$ cat config.mk
export PLATFORM = sky130hd
export DESIGN_NAME = bitwise_seq_unit_flat
export DESIGN_NICKNAME = d
export VERILOG_FILES = /design/src/rtl/bitwise_seq_unit_if.sv /design/src/rtl/bitwise_seq_unit.sv /design/src/flat_wrapper.sv
export SDC_FILE = /design/constraint.sdc
export NUM_CORES = 1
export LEC_CHECK = 0
export CAP_MARGIN = 20
export CORE_MARGIN = 1
export CORE_UTILIZATION = 30
export DETAILED_ROUTE_END_ITERATION = 7
export PLACE_DENSITY_LB_ADDON = 0.12
export SYNTH_ARGS = -nofsm -noshare
export SYNTH_HDL_FRONTEND = slang
export SYNTH_SLANG_ARGS = --single-unit
$ cat constraint.sdc
create_clock -name clk -period 2.86 [get_ports clk]
set_input_delay 0.286 -clock clk [delete_from_list [all_inputs] [get_ports clk]]
set_output_delay 0.286 -clock clk [all_outputs]
set_load 0.01 [all_outputs]
$ cat src/rtl/bitwise_seq_unit_if.sv
// rtl/bitwise_seq_unit_if.sv - operand/result bundle for bitwise_seq_unit
// Optional parity signal present when BITWISE_SEQ_PARITY_EN is defined.
interface bitwise_seq_unit_if #(
    parameter int WIDTH = 8
);
    localparam int CW = $clog2(WIDTH + 1);

    logic             start;
    logic [1:0]       op;
    logic [WIDTH-1:0] a;
    logic [WIDTH-1:0] b;
    logic             busy;
    logic             done;
    logic [WIDTH-1:0] result;
    logic [CW-1:0]    ones_cnt;
`ifdef BITWISE_SEQ_PARITY_EN
    logic             parity;

    modport master (output start, op, a, b, input busy, done, result, ones_cnt, parity);
    modport slave  (input start, op, a, b, output busy, done, result, ones_cnt, parity);
`else
    modport master (output start, op, a, b, input busy, done, result, ones_cnt);
    modport slave  (input start, op, a, b, output busy, done, result, ones_cnt);
`endif
endinterface

$ cat src/rtl/bitwise_seq_unit.sv
// rtl/bitwise_seq_unit.sv - iterative AND/OR/XOR/XNOR unit with popcount, BPC bits per clock
// Optional parity output guarded by BITWISE_SEQ_PARITY_EN.
module bitwise_seq_unit #(
    parameter int WIDTH = 8,
    parameter int BPC   = 1
) (
    input  logic              clk,
    input  logic              rst_n,
    bitwise_seq_unit_if.slave bus
);
    localparam int STEPS = WIDTH / BPC;
    localparam int CW    = $clog2(WIDTH + 1);
    localparam int IW    = (STEPS > 1) ? $clog2(STEPS) : 1;

    generate
        if (WIDTH < 2 || (WIDTH % BPC) != 0) begin : g_bad_cfg
            $error("bitwise_seq_unit: WIDTH must be >= 2 and a multiple of BPC");
        end
    endgenerate

    typedef enum logic [1:0] {S_IDLE, S_RUN, S_DONE} state_t;

    state_t           state_q, state_d;
    logic [IW-1:0]    idx_q, idx_d;
    logic [WIDTH-1:0] a_q, a_d;
    logic [WIDTH-1:0] b_q, b_d;
    logic [1:0]       op_q, op_d;
    logic [WIDTH-1:0] shadow_q, shadow_d;
    logic [CW-1:0]    cnt_q, cnt_d;
    logic [WIDTH-1:0] result_q, result_d;
    logic [CW-1:0]    ones_q, ones_d;

    logic [31:0]      base;
    logic [BPC-1:0]   a_sl, b_sl, chunk;
    logic [CW-1:0]    chunk_ones;
    logic             last_step;

    // Slice of the captured operands handled on this edge, and its 1-count.
    always_comb begin
        base = 32'(idx_q) * BPC;
        a_sl = a_q[base +: BPC];
        b_sl = b_q[base +: BPC];
        case (op_q)
            2'b00:   chunk = a_sl & b_sl;
            2'b01:   chunk = a_sl | b_sl;
            2'b10:   chunk = a_sl ^ b_sl;
            default: chunk = ~(a_sl ^ b_sl);
        endcase
        chunk_ones = '0;
        for (int i = 0; i < BPC; i++) begin
            chunk_ones = chunk_ones + CW'(chunk[i]);
        end
        last_step = (idx_q == IW'(STEPS - 1));
    end

`ifdef BITWISE_SEQ_PARITY_EN
    logic parity_q, parity_d;
`endif

    always_comb begin
        state_d  = state_q;
        idx_d    = idx_q;
        a_d      = a_q;
        b_d      = b_q;
        op_d     = op_q;
        shadow_d = shadow_q;
        cnt_d    = cnt_q;
        result_d = result_q;
        ones_d   = ones_q;
`ifdef BITWISE_SEQ_PARITY_EN
        parity_d = parity_q;
`endif
        case (state_q)
            S_RUN: begin
                shadow_d[base +: BPC] = chunk;
                cnt_d = cnt_q + chunk_ones;
                if (last_step) begin
                    result_d = shadow_d;
                    ones_d   = cnt_d;
`ifdef BITWISE_SEQ_PARITY_EN
                    parity_d = ^shadow_d;
`endif
                    state_d  = S_DONE;
                end else begin
                    idx_d = idx_q + IW'(1);
                end
            end
            S_DONE:  state_d = S_IDLE;
            default: state_d = S_IDLE;
        endcase
        // A start in DONE relaunches directly; in RUN it is ignored.
        if ((state_q == S_IDLE || state_q == S_DONE) && bus.start) begin
            a_d     = bus.a;
            b_d     = bus.b;
            op_d    = bus.op;
            idx_d   = '0;
            cnt_d   = '0;
            state_d = S_RUN;
        end
    end

    always_ff @(posedge clk or negedge rst_n) begin
        if (!rst_n) begin
            state_q  <= S_IDLE;
            idx_q    <= '0;
            a_q      <= '0;
            b_q      <= '0;
            op_q     <= '0;
            shadow_q <= '0;
            cnt_q    <= '0;
            result_q <= '0;
            ones_q   <= '0;
`ifdef BITWISE_SEQ_PARITY_EN
            parity_q <= 1'b0;
`endif
        end else begin
            state_q  <= state_d;
            idx_q    <= idx_d;
            a_q      <= a_d;
            b_q      <= b_d;
            op_q     <= op_d;
            shadow_q <= shadow_d;
            cnt_q    <= cnt_d;
            result_q <= result_d;
            ones_q   <= ones_d;
`ifdef BITWISE_SEQ_PARITY_EN
            parity_q <= parity_d;
`endif
        end
    end

    assign bus.busy     = (state_q == S_RUN);
    assign bus.done     = (state_q == S_DONE);
    assign bus.result   = result_q;
    assign bus.ones_cnt = ones_q;
`ifdef BITWISE_SEQ_PARITY_EN
    assign bus.parity   = parity_q;
`endif
endmodule

$ cat src/flat_wrapper.sv
// flat-port wrapper written by rule: the top's interface ports become plain ports
module bitwise_seq_unit_flat 
#(
    parameter int WIDTH = 8,
    parameter int BPC   = 1
)
  (clk, rst_n, bus_start, bus_op, bus_a, bus_b, bus_busy, bus_done, bus_result, bus_ones_cnt);
  bitwise_seq_unit_if #(.WIDTH(WIDTH)) bus_i ();
  input  logic clk;
  input  logic rst_n;
  input wire logic [$bits(bus_i.start)-1:0] bus_start;
  input wire logic [$bits(bus_i.op)-1:0] bus_op;
  input wire logic [$bits(bus_i.a)-1:0] bus_a;
  input wire logic [$bits(bus_i.b)-1:0] bus_b;
  output wire logic [$bits(bus_i.busy)-1:0] bus_busy;
  output wire logic [$bits(bus_i.done)-1:0] bus_done;
  output wire logic [$bits(bus_i.result)-1:0] bus_result;
  output wire logic [$bits(bus_i.ones_cnt)-1:0] bus_ones_cnt;
  assign bus_i.start = bus_start;
  assign bus_i.op = bus_op;
  assign bus_i.a = bus_a;
  assign bus_i.b = bus_b;
  assign bus_busy = bus_i.busy;
  assign bus_done = bus_i.done;
  assign bus_result = bus_i.result;
  assign bus_ones_cnt = bus_i.ones_cnt;
  bitwise_seq_unit #(.WIDTH(WIDTH), .BPC(BPC)) u_core (.clk(clk), .rst_n(rst_n), .bus(bus_i));
endmodule
==> results_dict.tcl, run 1 <==
set metrics [dict create \
    drc 0 \
    fin_worst_skew_ps 4.31 \
    power.leakage_uw 0.00136 \
    die_width_um 91.3 \
    insertedDiodeCount 0 \
    hpwl_um 3410 \
    die_area_sq_um 8340 \
    critical_path_class "reg2reg" \
    core_sq_um 7730 \
    timing.final.crit_share_pct 93.9 \
    critPathMaxStageDelay_ps 540 \
    wl_um 4870 \
    gp_congestion 0.691 \
    startpoint_type "flip-flop" \
    fin_tns_setup_ps 0 \
    path_buf_inv 0 \
    portBuffers 34 \
    vias 1688 \
    p_per_area_nw_per_um2 1180 \
    synth_seq_area_share_pct 49.1 \
    switching_share_pct 39.8 \
    cp.arrival_ps 2880 \
    h-tree-depth 2 \
    async_reset_ff_share_pct 100 \
    rsz0062_at_grt "no" \
    switchingPower_uw 1380 \
    synth.distinct_cells 46 \
    slowest_stage "mux4_2" \
    netlist_area_sq_um 2390 \
    p_clk_share_pct 11.3 \
    grt_max_degree 48 \
    final-hold-violation-count 0 \
    synth_cells 238 \
    power_frac_comb_pct 54.8 \
    detail-route-antenna-nets 0 \
    max_cap_violations 0 \
    final_max_slew_viol_count 0 \
    grt_pass1_vias 1682 \
    clk_pin_slew_ps 80 \
    max-slew-margin-rel_pct 44.2 \
    root_buffer "clkbuf_8" \
    seq_power_share_pct 33.9 \
    routed_via_density 4.45 \
    cts.sinks 47 \
    worst_path_most_repeated_cell "ha_2" \
    finalNetCount 305 \
    num_rows 32 \
    worstPathCellList "mux4_2, nand2_2, and2_4, ha_1, mux2_4, mux2i_4, ha_2, ha_2, a22o_1" \
    start_util_pct 31.0 \
    utilization_pct 38.0 \
    cp_max_fo 5 \
    io_pins 35 \
    finalNonFillerCells 379 \
    grt_usage_pct 13.1 \
    ys_warn_count 0 \
    setup_viol 0 \
    crit_required_ps 3060 \
    drive_gt1_share_pct 15.2 \
    fillerInstances 785 \
    grt_pass1_wl_um 8470 \
    min_path_type "in2async" \
    drt_first_pass_iters 6 \
    cts_max_path_buffers 2 \
    run_status "complete, no violations" \
    peakVddDrop_mv 0.325 \
    antenna_found_initial 0 \
    first_iter_violations 38 \
    cts_buffers 5 \
    final_area_sq_um 2930 \
    place_area_sq_um 2810 \
    syn2layout_area_growth_pct 22.6 \
    grt-ovfl-total 0 \
    whs_ps 478 \
    layout.cells.most_common "nand2_1" \
    p_int_uw 2090 \
    cts_tree "built" \
    syn_nets 267 \
    placedCellCount 368 \
    die_h_um 91.3 \
    tightest_slew_ps 837 \
    ys_ff_latch 47 \
    worstSetupEndpointType "flip-flop" \
    syn_avg_cell_area_sq_um 10.1 \
    fin_crit_ps 2680 \
    avgRoutedWirePerCell_um 12.8 \
    fmax_mhz 373 \
    synth_edf_count 0 \
    clk_latency_ps 300 \
    path_delay_family "multiplexers" \
    mostFrequentLayoutCells "nand2_1 (73), dfrtp_1 (46), clkdlybuf4s50_1 (33), nor2_1 (11)" \
    synth_ff_type "dfrtp_1" \
]
power groups by stage:
stage                     sequential [uW]  clock [uW]  combinational [uW]
after floorplan                      1140           0                1390
after detailed placement             1180           0                1850
after CTS                            1170         411                1860
final                                1170         391                1900
after global placement               1170           0                1830
after global routing                 1220         434                2150
registers in the layout, summed over array words and instances, names as in the netlist:
name	cells
u_core.a_q	8
u_core.b_q	8
u_core.bus.result	8
u_core.shadow_q	8
u_core.bus.ones_cnt	4
u_core.cnt_q	4
u_core.idx_q	3
u_core.op_q	2
u_core.state_q	2
layer usage:
layer  up-vias  share of wire (%)  global-route usage [%]
met5         -                  0                       0
met4         0                1.5                    4.37
met3         7                3.9                    2.93
met2        35                 46                    20.8
met1       786                 49                    17.7
li1        860                  -                       -
worst register-to-register path, stage by stage (launching register included):
cell	delay [ps]
dfrtp_2	450
mux4_2	540
nand2_2	80
and2_4	140
ha_1	250
mux2_4	290
mux2i_4	160
ha_2	210
ha_2	270
a22o_1	200
cell families (layout without fill, tap and decap cells):
| logic type | after synthesis | after routing | share of synthesized area (%) |
|---|---|---|---|
| mux | 21 | 21 | 12.8 |
| fa+ha+maj | 8 | 8 | 4.18 |
| buf+inv | 21 | 60 | 5.12 |
| compound gates | 23 | 23 | 6.22 |
| flops | 47 | 47 | 49.1 |
| xor+xnor | 2 | 2 | 0.732 |
| simple gates | 116 | 116 | 21.9 |
path summary, 6_finish.rpt:
path,start,end,slack (ps),cells past startpoint
worst max-delay path,u_core.idx_q[0],u_core.cnt_q[1],180,9
worst min-delay path,rst_n,u_core.bus.result[5],480,2
worst max register to register,u_core.idx_q[0],u_core.cnt_q[1],180,9
worst min register to register,u_core.bus.ones_cnt[1],u_core.bus.ones_cnt[1],480,2
max in group asynchronous,rst_n,u_core.idx_q[0],1860,3
min in group clk,u_core.bus.ones_cnt[1],u_core.bus.ones_cnt[1],480,2
final cells by class:
type / count / area, sq um / area share (%)
clock inverter: 1 / 5.00 / 0.171
tap: 102 / 128 / 4.35
sequential: 47 / 1180 / 40.1
inverter: 9 / 33.8 / 1.15
clock buffer: 7 / 76.3 / 2.60
multi-input combinational: 170 / 1100 / 37.4
timing repair buffer: 43 / 418 / 14.2
cell usage after synthesis (4+ instances only):
master | count | area share [%]
nand2b_1 | 5 | 1.3
inv_1 | 6 | 0.94
clkbuf_1 | 4 | 0.63
nor2_1 | 11 | 1.7
nand2_1 | 74 | 12
nand3_1 | 8 | 1.7
o21ai_0 | 9 | 1.9
dfrtp_1 | 47 | 49
ha_1 | 8 | 4.2
mux2i_1 | 7 | 2.9
a21oi_1 | 4 | 0.84
through the flow:
| step | total power (uW) | setup slack (ps) |
|---|---|---|
| detailed placement | 3030 | 19.3 |
| floorplan | 2530 | 38.6 |
| global placement | 3010 | 112 |
| finish | 3460 | 176 |
| CTS | 3440 | 56.5 |
| global route | 3810 | 4.52 |
repair_timing:
item | 4_1_cts | 5_1_grt
setup buffers | 0 | 1
endpoints found under the hold margin | 0 | 20
endpoints found under the setup margin | 1 | 2
pin swaps | 0 | 1
hold buffers | 0 | 1
resized for setup | 1 | 9
No activity file was read; power rests on OpenSTA's default activity.
==> inputs of run 2 (changes only) <==
--- a/config.mk
+++ b/config.mk
@@ -9,7 +9,9 @@
 export CORE_MARGIN = 1
 export CORE_UTILIZATION = 30
 export DETAILED_ROUTE_END_ITERATION = 7
+export GPL_ROUTABILITY_DRIVEN = 0
 export PLACE_DENSITY_LB_ADDON = 0.12
+export REMOVE_ABC_BUFFERS = 1
 export SYNTH_ARGS = -nofsm -noshare
 export SYNTH_HDL_FRONTEND = slang
 export SYNTH_SLANG_ARGS = --single-unit
==> run 2 against run 1 <==
  * Critical path depth up 2
  * Clock power up 3%
  * Largest power group unchanged
  * Design area up 0.13%
  * Critical endpoint is now u_core.cnt_q[3]
  * Setup slack worse by 55 ps
  * Hold slack better by 4.3 ps
  * Clock-buffer cell count down 1
  * Sequential share of layout area down 0.051 points
  * Sequential power about the same
  * Largest cell class unchanged
  * First-iteration DRC count up 79%
==> results_dict.tcl, run 2 (synthesized netlist as in run 1, its figures left out) <==
set metrics [dict create \
    run_status "complete, no violations" \
    p_clk_share_pct 11.7 \
    cp_max_fo 7 \
    power_frac_comb_pct 54.7 \
    dp_worst_setup_slack_ps -56.5 \
    cp.arrival_ps 2920 \
    vias 1695 \
    fmax_mhz 365 \
    layout.cells.most_common "nand2_1" \
    switching_share_pct 40.0 \
    worst_slack_ps 121 \
    startpoint_type "flip-flop" \
    final-hold-violation-count 0 \
    cts_setup_buffers 0 \
    timing.final.crit_share_pct 95.8 \
    cts_max_path_buffers 2 \
    grt_pass1_wl_um 8400 \
    syn2layout_area_growth_pct 22.7 \
    hpwl_um 3420 \
    grt_pass1_vias 1700 \
    cts.sinks 47 \
    peakVddDrop_mv 0.374 \
    p_total_uw 3460 \
    core_sq_um 7730 \
    p_per_area_nw_per_um2 1180 \
    mostFrequentLayoutCells "nand2_1 (74), dfrtp_1 (46), clkdlybuf4s50_1 (33), nor2_1 (11), buf_4 (9)" \
    insertedDiodeCount 0 \
    finalNetCount 306 \
    clk_latency_ps 300 \
    die_h_um 91.3 \
    crit_required_ps 3040 \
    grt_max_degree 24 \
    grt_usage_pct 13.0 \
    min_path_type "reg2reg" \
    clk_pin_slew_ps 90 \
    fin_worst_skew_ps 3.92 \
    critical_path_class "reg2reg" \
    tightest_slew_ps 844 \
    routed_via_density 4.46 \
    cts_tree "built" \
    io_pins 35 \
    antenna_found_initial 0 \
    rsz0062_at_grt "yes" \
    cts_buffers 5 \
    start_util_pct 31.0 \
    switchingPower_uw 1390 \
    h-tree-depth 2 \
    setup_viol 0 \
    root_buffer "clkbuf_8" \
    power.leakage_uw 0.00136 \
    die_area_sq_um 8340 \
    drc 0 \
    grt-ovfl-total 0 \
    die_width_um 91.3 \
    detail-route-antenna-nets 0 \
    max-slew-margin-rel_pct 43.8 \
    fin_crit_ps 2740 \
    wl_um 4910 \
    final_max_slew_viol_count 0 \
    p_int_uw 2070 \
    drt_first_pass_iters 4 \
    num_rows 32 \
    seq_power_share_pct 33.6 \
    first_iter_violations 68 \
    avgRoutedWirePerCell_um 12.9 \
    portBuffers 34 \
    utilization_pct 38.0 \
    worstSetupEndpointType "flip-flop" \
    max_cap_violations 0 \
    drive_gt1_share_pct 15.5 \
]
==> run 2: changes by cell type in the layout (fill, tap and decap cells not counted), sizes merged <==
cell / previous run / this run
buf: 9 / 10
clkbuf: 7 / 6
clkinvlp: 0 / 1
==> run 2: stage by stage <==
stage          hold slack (ps)  cells  cell area [sq um]  setup TNS (ps)
5_1_grt                    501    380               2940           -20.5
2_1_floorplan            -9.59    226               2300            -288
3_3_place_gp               322    371               2840               0
3_5_place_dp               321    371               2840           -80.9
6_report                   483    380               2940               0
4_1_cts                    486    380               2930               0
==> run 2: power groups by stage <==
stage	combinational, uW	clock [uW]	sequential [uW]
2_1_floorplan	1240	0	1180
3_3_place_gp	1850	0	1170
3_5_place_dp	1870	0	1170
4_1_cts	1880	425	1160
5_1_grt	2100	448	1210
6_report	1890	403	1160
==> run 2: timing repair <==
item	in CTS	in global routing
endpoints found under the hold margin	21	0
hold buffers	1	0
gates resized for setup	1	9
pin swaps	0	1
cloned	0	0
endpoints found under the setup margin	4	5
==> run 2: final cells by class <==
cell class                      instances  area, sq um
Sequential cell                        47         1180
Timing Repair Buffer                   44          413
Clock inverter                          2         12.5
Fill cell                             789         4790
Clock buffer                            6         72.6
Inverter                                9         33.8
Multi-Input combinational cell        170         1100
Tap cell                              102          128
==> run 2: worst max-delay path, cell delays in order, from the launching register on <==
cell and delay [ps]:
dfrtp_2 480, mux4_2 540, nand2_1 80, and2_4 140, ha_1 240, mux2_4 300, mux2i_4 170, ha_2 230
nand3_1 80, and2_1 160, o21ai_1 110, o31ai_1 80
==> run 2: metal layers <==
metal	part of all wire, %	track usage (%)
met5	0	0
met4	1.4	4.37
met3	4.0	2.93
met2	46	21.2
met1	49	16.9
==> run 2: final timing paths <==
path	start	endpoint	slack [ps]	cells after the start
min in group asynchronous	rst_n	u_core.idx_q[1]	510	2
max in group asynchronous	rst_n	u_core.idx_q[0]	1710	3
hold reg to reg	u_core.bus.ones_cnt[1]	u_core.bus.ones_cnt[1]	480	2
setup / recovery	u_core.idx_q[0]	u_core.cnt_q[3]	120	11
setup reg to reg	u_core.idx_q[0]	u_core.cnt_q[3]	120	11
hold / removal	u_core.bus.ones_cnt[1]	u_core.bus.ones_cnt[1]	480	2
==> inputs of run 3 (changes only) <==
--- a/config.mk
+++ b/config.mk
@@ -7,7 +7,7 @@
 export LEC_CHECK = 0
 export CAP_MARGIN = 20
 export CORE_MARGIN = 1
-export CORE_UTILIZATION = 30
+export CORE_UTILIZATION = 49
 export DETAILED_ROUTE_END_ITERATION = 7
 export GPL_ROUTABILITY_DRIVEN = 0
 export PLACE_DENSITY_LB_ADDON = 0.12
==> run 3 against run 2 <==
  * The run now ends with design-rule violations, negative hold slack left
  * Register-to-register slack about the same
  * Critical endpoint is now u_core.cnt_q[2]
  * Sequential cell count is the same
  * Maximum frequency decreased by 0.31%
  * Clock-buffer cell count is the same
  * Routed wire length shrank 11%
  * Clock power grew 15%
  * Combinational power hardly changed
  * Sequential power hardly changed
  * Cell count shrank 9.7%
  * Power increased by 1.5%
  * Critical path depth unchanged
==> results_dict.tcl, run 3 (synthesized netlist as in run 1, its figures left out) <==
set metrics [dict create \
    run_status "finished with violations" \
    violations "design-rule violations, negative hold slack" \
    first_iter_violations 78 \
    fmax_mhz 364 \
    fin_worst_skew_ps 8.07 \
    syn2layout_area_growth_pct 22.0 \
    cts_tree "built" \
    grt_pass1_vias 1654 \
    cp.arrival_ps 2930 \
    avgRoutedWirePerCell_um 12.8 \
    wl_um 4380 \
    whs_ps -28.6 \
    mostFrequentLayoutCells "nand2_1 (74), dfrtp_1 (46), clkdlybuf4s50_1 (33), nor2_1 (11)" \
    max_cap_violations 0 \
    r2r_slack_ps 110 \
    multi_input_area_sq_um 1100 \
    cp_max_fo 6 \
    fin_crit_ps 2750 \
    die_h_um 71.9 \
    worstSetupEndpointType "flip-flop" \
    timing.rr.start "u_core.idx_q[0]" \
    tightest_slew_ps 783 \
    portBuffers 34 \
    routed_via_density 5.03 \
    power_frac_comb_pct 53.4 \
    r2r_cells 11 \
    place_area_sq_um 2780 \
    finalNetCount 305 \
    grt_max_degree 48 \
    min_path_type "in2async" \
    grt_usage_pct 19.1 \
    h-tree-depth 2 \
    grt_pass1_wl_um 7580 \
    start_util_pct 50.7 \
    cts.sinks 47 \
    peakVddDrop_mv 0.535 \
    final_area_sq_um 2920 \
    drc 2 \
    die_area_sq_um 5170 \
    critical_path_class "reg2reg" \
    cts_buffers 5 \
    detail-route-antenna-nets 0 \
    die_width_um 71.9 \
    power.leakage_uw 0.00138 \
    max-slew-margin-rel_pct 47.8 \
    final_max_slew_viol_count 0 \
    p_int_uw 2150 \
    switching_share_pct 38.7 \
    drive_gt1_share_pct 13.8 \
    p_per_area_nw_per_um2 1200 \
    fin_tns_setup_ps 0 \
    setup_viol 0 \
    fillerInstances 407 \
    io_pins 35 \
    clk_latency_ps 290 \
    ff_latch_area_sq_um 1180 \
    antenna_found_initial 0 \
    crit_required_ps 3040 \
    layout.cells.most_common "nand2_1" \
    p_clk_share_pct 13.2 \
    startpoint_type "flip-flop" \
    switchingPower_uw 1360 \
    cts_setup_buffers 0 \
    grt-ovfl-total 0 \
    vias 1727 \
    rsz0062_at_grt "yes" \
    seq_power_share_pct 33.4 \
    cts_max_path_buffers 2 \
    num_rows 25 \
    insertedDiodeCount 0 \
    root_buffer "clkbuf_8" \
    core_sq_um 4720 \
    drt_first_pass_iters 8 \
    hpwl_um 3120 \
    final-hold-violation-count 23 \
    clk_pin_slew_ps 80 \
    r2r-end "u_core.cnt_q[2]" \
    timing.final.crit_share_pct 96.1 \
]
-- run 3: critical path, stage by stage (launching register included) --
cell,delay (ps)
dfrtp_2,440
mux4_1,560
nand2_1,80
and2_4,140
ha_1,250
mux2_4,300
mux2i_4,160
ha_2,210
ha_2,200
nor2_1,60
o21ai_0,150
o21ai_0,100
-- run 3: repair_timing --
item                                    CTS  global route
hold buffers                              0             0
gates resized for setup                   0             4
endpoints found under the setup margin    0             5
-- run 3: area by class of cell --
| type | count | area share (%) |
|---|---|---|
| Clock inverter | 1 | 1.03 |
| Clock buffer | 6 | 2.49 |
| Sequential cell | 47 | 40.3 |
| Inverter | 9 | 1.16 |
| Multi-Input combinational cell | 170 | 37.7 |
| Timing Repair Buffer | 43 | 14.5 |
| Tap cell | 67 | 2.87 |
-- run 3: worst max path at each step --
stage,from,end,slack (ps)
2_1_floorplan,u_core.idx_q[0],u_core.cnt_q[3],-120
3_3_place_gp,u_core.idx_q[0],u_core.cnt_q[2],140
3_5_place_dp,u_core.idx_q[0],u_core.cnt_q[2],40
4_1_cts,u_core.idx_q[0],u_core.cnt_q[2],40
5_1_grt,u_core.idx_q[0],u_core.cnt_q[2],-20
6_report,u_core.idx_q[0],u_core.cnt_q[2],110
-- run 3: layer usage --
metal / share of wire [%] / wire [um] / vias to the layer above / track usage [%]
met1: 46 / 2000 / 824 / 24.6
met4: 1.4 / 62 / 0 / 5.88
met5: 0 / 0 / - / 0
met2: 49 / 2160 / 36 / 32.2
li1: - / - / 861 / -
met3: 3.6 / 159 / 6 / 4.58
-- run 3: power by group through the flow --
stage / sequential [uW] / combinational [uW] / clock [uW]
floorplan: 1180 / 1240 / 0
global placement: 1170 / 1820 / 0
detailed placement: 1180 / 1870 / 0
CTS: 1170 / 1870 / 473
global route: 1210 / 2100 / 498
finish: 1170 / 1880 / 464
-- run 3: stage by stage --
step	total power (uW)	utilization [%]	cells	setup slack, ps
floorplan	2410	-	226	-119
global route	3810	61.8	343	-24.0
finish	3510	61.8	343	112
global placement	3000	58.9	335	141
CTS	3520	61.1	342	38.0
detailed placement	3050	58.9	335	43.1
